File: src/rtl/dram_read_arbiter_pkg.sv
// Shared configuration for the DRAM read arbiter: bus widths, outstanding-read
// depth, requester-ID tag type and the address FSM state encoding.
package TauCfg;

    localparam int GLOBAL_ADDR_BW       = 32;
    localparam int DATA_BW              = 32;
    localparam int CACHE_SIZE           = 4;
    localparam int DRAM_ARB_OUTSTANDING = 4;
    localparam int DRAM_ARB_N_REQ       = 3;
    localparam int DRAM_ARB_RID_BW      = $clog2(DRAM_ARB_N_REQ);

    typedef logic [DRAM_ARB_RID_BW-1:0] dram_arb_rid_t;

    typedef enum logic {
        ARB_IDLE  = 1'b0,
        ARB_ISSUE = 1'b1
    } arb_state_e;

    function automatic int wrap_inc(input int v, input int m);
        return (v + 1 >= m) ? 0 : v + 1;
    endfunction

endpackage

File: src/rtl/dram_read_arbiter_tag_fifo.sv
// In-order FIFO of requester IDs for reads issued to DRAM but not yet returned.
// The caller never pushes when full and never pops when empty.
module tag_fifo
    import TauCfg::*;
#(
    parameter int  DEPTH  = DRAM_ARB_OUTSTANDING,
    parameter int  W      = DRAM_ARB_RID_BW,
    localparam int CNT_BW = $clog2(DEPTH + 1),
    localparam int PTR_BW = (DEPTH > 1) ? $clog2(DEPTH) : 1
) (
    input  logic              i_clk,
    input  logic              i_rst,
    input  logic              i_push,
    input  logic [W-1:0]      i_push_tag,
    input  logic              i_pop,
    output logic [W-1:0]      o_head,
    output logic [CNT_BW-1:0] o_count
);

    logic [W-1:0]      mem_q [DEPTH];
    logic [PTR_BW-1:0] wr_q, rd_q;
    logic [CNT_BW-1:0] cnt_q;

    always_ff @(posedge i_clk) begin
        if (i_rst) begin
            wr_q  <= '0;
            rd_q  <= '0;
            cnt_q <= '0;
        end else begin
            if (i_push) wr_q <= PTR_BW'(wrap_inc(int'(wr_q), DEPTH));
            if (i_pop)  rd_q <= PTR_BW'(wrap_inc(int'(rd_q), DEPTH));
            case ({i_push, i_pop})
                2'b10:   cnt_q <= cnt_q + CNT_BW'(1);
                2'b01:   cnt_q <= cnt_q - CNT_BW'(1);
                default: cnt_q <= cnt_q;
            endcase
        end
    end

    // Tag storage carries no reset; occupancy alone decides validity.
    always_ff @(posedge i_clk) begin
        if (i_push) mem_q[wr_q] <= i_push_tag;
    end

    assign o_head  = mem_q[rd_q];
    assign o_count = cnt_q;

endmodule

File: src/rtl/dram_read_arbiter.sv
// Shares one DRAM read address/data port pair among N_REQ requesters.
// Define DRAM_ARB_FIXED_PRIO_EN for lowest-index-wins priority instead of round-robin.
module dram_read_arbiter
    import TauCfg::*;
#(
    parameter int  N_REQ       = 3,
    parameter int  GBW         = GLOBAL_ADDR_BW,
    parameter int  DBW         = DATA_BW,
    parameter int  CSIZE       = CACHE_SIZE,
    parameter int  OUTSTANDING = DRAM_ARB_OUTSTANDING,
    localparam int RID_BW      = $clog2(N_REQ),
    localparam int OCNT_BW     = $clog2(OUTSTANDING + 1)
) (
    input  logic                   i_clk,
    input  logic                   i_rst,
    input  logic [N_REQ-1:0]       reqa_rdy,
    output logic [N_REQ-1:0]       reqa_ack,
    input  logic [N_REQ*GBW-1:0]   i_reqa,
    output logic                   dramra_rdy,
    input  logic                   dramra_ack,
    output logic [GBW-1:0]         o_dramra,
    input  logic                   dramrd_rdy,
    output logic                   dramrd_ack,
    input  logic [CSIZE*DBW-1:0]   i_dramrd,
    output logic [N_REQ-1:0]       rsp_rdy,
    input  logic [N_REQ-1:0]       rsp_ack,
    output logic [CSIZE*DBW-1:0]   o_rsp,
    output logic [OCNT_BW-1:0]     o_outstanding
);

    arb_state_e        state_q, state_d;
    logic [GBW-1:0]    addr_q, addr_d;
    logic [RID_BW-1:0] win;
    logic              grant;
    logic              can_grant;
    logic [RID_BW-1:0] head;
    logic [OCNT_BW-1:0] count;
    logic              nonempty;
    logic              head_ack;

`ifndef DRAM_ARB_FIXED_PRIO_EN
    logic [RID_BW-1:0] rr_q, rr_d;
`endif

    tag_fifo #(
        .DEPTH (OUTSTANDING),
        .W     (RID_BW)
    ) u_tag_fifo (
        .i_clk      (i_clk),
        .i_rst      (i_rst),
        .i_push     (grant),
        .i_push_tag (win),
        .i_pop      (dramrd_ack),
        .o_head     (head),
        .o_count    (count)
    );

    always_comb begin
        int  idx;
        logic found;
        idx   = 0;
        found = 1'b0;
        win   = '0;
`ifdef DRAM_ARB_FIXED_PRIO_EN
        for (int i = 0; i < N_REQ; i++) begin
            if (!found && reqa_rdy[i]) begin
                win   = RID_BW'(i);
                found = 1'b1;
            end
        end
`else
        for (int k = 0; k < N_REQ; k++) begin
            idx = int'(rr_q) + k;
            if (idx >= N_REQ) idx = idx - N_REQ;
            if (!found && reqa_rdy[idx]) begin
                win   = RID_BW'(idx);
                found = 1'b1;
            end
        end
`endif
    end

    // Full is judged on start-of-cycle occupancy; a same-cycle pop frees nothing.
    always_comb begin
        can_grant = ((state_q == ARB_IDLE) || dramra_ack) &&
                    (count < OCNT_BW'(OUTSTANDING));
        grant     = can_grant && (|reqa_rdy);
        state_d   = state_q;
        addr_d    = addr_q;
        for (int i = 0; i < N_REQ; i++) begin
            reqa_ack[i] = grant && (win == RID_BW'(i));
        end
        if (grant) begin
            state_d = ARB_ISSUE;
            addr_d  = i_reqa[int'(win)*GBW +: GBW];
        end else if (dramra_ack) begin
            state_d = ARB_IDLE;
        end
`ifndef DRAM_ARB_FIXED_PRIO_EN
        rr_d = grant ? RID_BW'(wrap_inc(int'(win), N_REQ)) : rr_q;
`endif
    end

    always_ff @(posedge i_clk) begin
        if (i_rst) begin
            state_q <= ARB_IDLE;
            addr_q  <= '0;
`ifndef DRAM_ARB_FIXED_PRIO_EN
            rr_q    <= '0;
`endif
        end else begin
            state_q <= state_d;
            addr_q  <= addr_d;
`ifndef DRAM_ARB_FIXED_PRIO_EN
            rr_q    <= rr_d;
`endif
        end
    end

    always_comb begin
        nonempty = (count != '0);
        head_ack = 1'b0;
        for (int i = 0; i < N_REQ; i++) begin
            rsp_rdy[i] = dramrd_rdy && nonempty && (head == RID_BW'(i));
            head_ack   = head_ack | (rsp_ack[i] && (head == RID_BW'(i)));
        end
        dramrd_ack = nonempty && head_ack;
    end

    assign dramra_rdy    = (state_q == ARB_ISSUE);
    assign o_dramra      = addr_q;
    assign o_rsp         = i_dramrd;
    assign o_outstanding = count;

endmodule

File: config.mk
export PLATFORM = sky130hd
export DESIGN_NAME = dram_read_arbiter
export DESIGN_NICKNAME = d
export VERILOG_FILES = /design/src/rtl/dram_read_arbiter_pkg.sv /design/src/rtl/dram_read_arbiter_tag_fifo.sv /design/src/rtl/dram_read_arbiter.sv
export SDC_FILE = /design/constraint.sdc
export NUM_CORES = 1
export LEC_CHECK = 0
export ABC_AREA = 1
export CORE_AREA = 10 10 151 153
export DETAILED_ROUTE_END_ITERATION = 10
export DIE_AREA = 0 0 161 163
export GPL_TIMING_DRIVEN = 0
export PLACE_DENSITY = 0.61
export SYNTH_ARGS = -nofsm -noshare
export SYNTH_HDL_FRONTEND = slang
export SYNTH_SLANG_ARGS = --single-unit
export TNS_END_PERCENT = 30
File: constraint.sdc
create_clock -name i_clk -period 2 [get_ports i_clk]
set_input_delay 0.3 -clock i_clk [delete_from_list [all_inputs] [get_ports i_clk]]
set_output_delay 0.3 -clock i_clk [all_outputs]
set_load 0.01 [all_outputs]
==> impl_metrics.toml <==
[floorplanning]
die_area_um2 = 26200
rows = 52
design.core.area_um2 = 19900
ios = 405
die_y_um = 163
die_w_um = 161
initial_utilization_pct = 21.6

[route]
wl_per_cell_um = 17.4
wirelength_um = 21300
vias = 5037
drc = 0
drtAntennaViolNets = 0
dr.pass1.iters = 4
drtIter0Drc = 249
via_per_inst = 4.13

[setup_path]
worstSetupPathType = "reg2out"
cp.arrival_ps = 1940
endpoint_kind = "output port"
ff2ff_setup_slack_ps = -160
critPathLaunchType = "register"
worst-path-max-fanout = 5
crit_required_ps = 1700

[grt]
grt_pass1_vias = 5163
grt_remaining_overflow = 0
grt_max_degree = 19
grt_util_met2_pct = 27.1
met1_usage_pct = 15.7
busiest_layer = "met2"
grt_util_met3_pct = 6.04
antenna_found_initial = 1
grt_pass1_wl_um = 30600
grt.total_usage_pct = 14.7

[synth]
syn_area_um2 = 4300
synthCells = 636
ys_seq_area_share_pct = 26.1
syn_nets = 879
synth_warnings = 0
synth_area_per_cell_um2 = 6.76
yosys_register_bits = 52
ys_types = 27

[power]
total_leakage_power_nw = 3.84
ir_drop_mv = 0.634
p_total_mw = 9.23
power_density_nw_per_um2 = 1130

[placed_design]
hpwl_um = 17400
gp_congestion = 0.866
io_buffers = 276

[sta]
setup_slack_ps = -237
fin_tns_setup_ps = -3840
post-route-period-util_pct = 112
rsz0062_at_grt = "yes"
fin_crit_ps = 2240
worst_pin_slew_ps = 661
clock_skew_ps = 9.22
finalHoldViolCount = 0
fmax_ghz = 0.447
relSlewSlack_pct = 56.0
setup_viol = 39
report.final.slew_viol_count = 0

[cts]
clk-insertion-delay-late_ps = 310
clk_path_buf_depth = 2
cts_root_buf = "clkbuf_16"
htree_levels = 2
cts_buffers = 5
tritoncts = "done"
clk_pin_slew_ps = 80
clkSinkCount = 52

[run]
max_cap_viol_count = 0

[cells_and_area]
diodes = 0
drive_above_1_share_pct = 27.1
fin_nets = 1193
final_core_util_pct = 40.9
area_delta_synth_final_pct = 89.2

[status]
violations = "negative setup slack"
status = "complete, but fails checks"

[hold_path]
hold_path_class = "reg2reg"
[critical path, stage by stage, from the launching register on]
cell     delay [ps]
dfxtp_2         350
buf_6           100
ha_4            150
inv_2            60
nand2_1          70
nand3_2          60
nand2_2         160
nand2_4          70
inv_4            80
nand3_4         100
nand2_8         100
buf_8           100
nand3_4          50
inv_2            50
buf_6           100
[cell usage in the layout (no fill, tap or decap), types with 2 or more instances in the layout]
master / netlist / routed
clkbuf_16: 0 / 6
clkbuf_1: 6 / 4
o21ai_1: 1 / 3
buf_2: 13 / 9
inv_2: 5 / 7
nor2_4: 0 / 2
ha_1: 8 / 5
nand3_4: 2 / 7
edfxtp_1: 8 / 8
ha_4: 0 / 3
inv_1: 58 / 50
dfxtp_1: 44 / 40
nand3_1: 110 / 98
a21oi_2: 0 / 2
o21ai_0: 7 / 2
o21ai_2: 0 / 3
nand2_2: 2 / 9
nand3_2: 4 / 11
buf_6: 6 / 12
nand3b_1: 2 / 2
nand2_4: 2 / 3
buf_4: 135 / 159
clkdlybuf4s50_1: 0 / 268
nand2_1: 157 / 148
nor2_1: 18 / 16
buf_8: 0 / 7
dfxtp_2: 0 / 3
nand4_1: 33 / 33
inv_4: 0 / 6
dlygate4sd2_1: 0 / 3
a21oi_1: 9 / 7
[cells by family (layout without fill, tap and decap cells)]
group,Yosys count,after routing,share of synthesized area [%]
compound gates,19,19,2.33
fa+ha+maj,9,9,2.79
buf+inv,225,540,32.8
flops,52,52,26.1
simple gates,331,331,36.0
[cell type report]
type                    instances  area (um2)
flip-flops and latches         52        1130
inverters                      64         255
plain buffers                 161        1240
repair buffers                307        3040
fillers                      2085       11800
well taps                     270         338
multi-input cells             359        1980
clock inverters                 3        27.5
clock buffers                   5         125
[per-stage QoR]
step	hold WS (ps)	setup WS (ps)	cells	cell area, um2
CTS	526	-251	1214	7920
global route	528	-333	1221	8140
global placement	481	-955	1182	7420
finish	505	-237	1221	8140
detailed placement	482	-993	1182	7420
floorplan	369	3.43	636	4320
[synthesized netlist by cell type]
master	n	area share [%]
dfxtp_1	44	20
ha_1	8	2.3
buf_6	6	1.6
inv_1	58	5.1
nand3_2	4	0.93
clkbuf_1	6	0.52
nand4_1	33	4.8
clkinv_1	1	0.087
edfxtp_1	8	5.6
nor2_1	18	1.6
a21oi_1	9	1.0
nand3b_1	2	0.35
a211oi_1	1	0.17
nand2_4	2	0.52
buf_1	1	0.087
nand3_4	2	0.81
nor3b_1	1	0.17
o21a_1	1	0.17
o21ai_0	7	0.81
o21ai_1	1	0.12
buf_4	135	24
fa_1	1	0.47
inv_2	5	0.44
nand2_1	157	14
buf_2	13	1.5
nand2_2	2	0.29
nand3_1	110	13
[per-layer routing]
layer	vias to the layer above	routed length (um)
li1	2542	-
met5	-	11
met4	2	133
met3	11	1940
met2	221	11200
met1	2261	8020
[where the power goes]
part	internal [mW]	total, mW	switching [mW]
clock	0.477	0.942	0.465
sequential	1.47	1.65	0.181
combinational	3.12	6.64	3.53
[worst paths after layout]
check	cells after the start	start	endpoint
max	14	rr_q[0]	reqa_ack[0]
min	2	u_tag_fifo.rd_q[1]	register
max reg2reg	16	register	u_tag_fifo.o_count[2]
min reg2reg	2	u_tag_fifo.rd_q[1]	register
[what timing repair did]
action,CTS,global route
hold buffers,0,0
setup endpoints to repair,51,51
pin swaps,17,21
hold endpoints to repair,0,0
setup buffers,24,7
cloned,0,1
resized for setup,67,44
[registers in the layout (all words and copies together), names as in the netlist, named ones only]
name                cells
dramra_rdy              1
o_dramra               32
rr_q                    2
u_tag_fifo.mem_q        8
u_tag_fifo.o_count      3
u_tag_fifo.rd_q         2
u_tag_fifo.wr_q         2
Power figures use the tool's default switching activity.
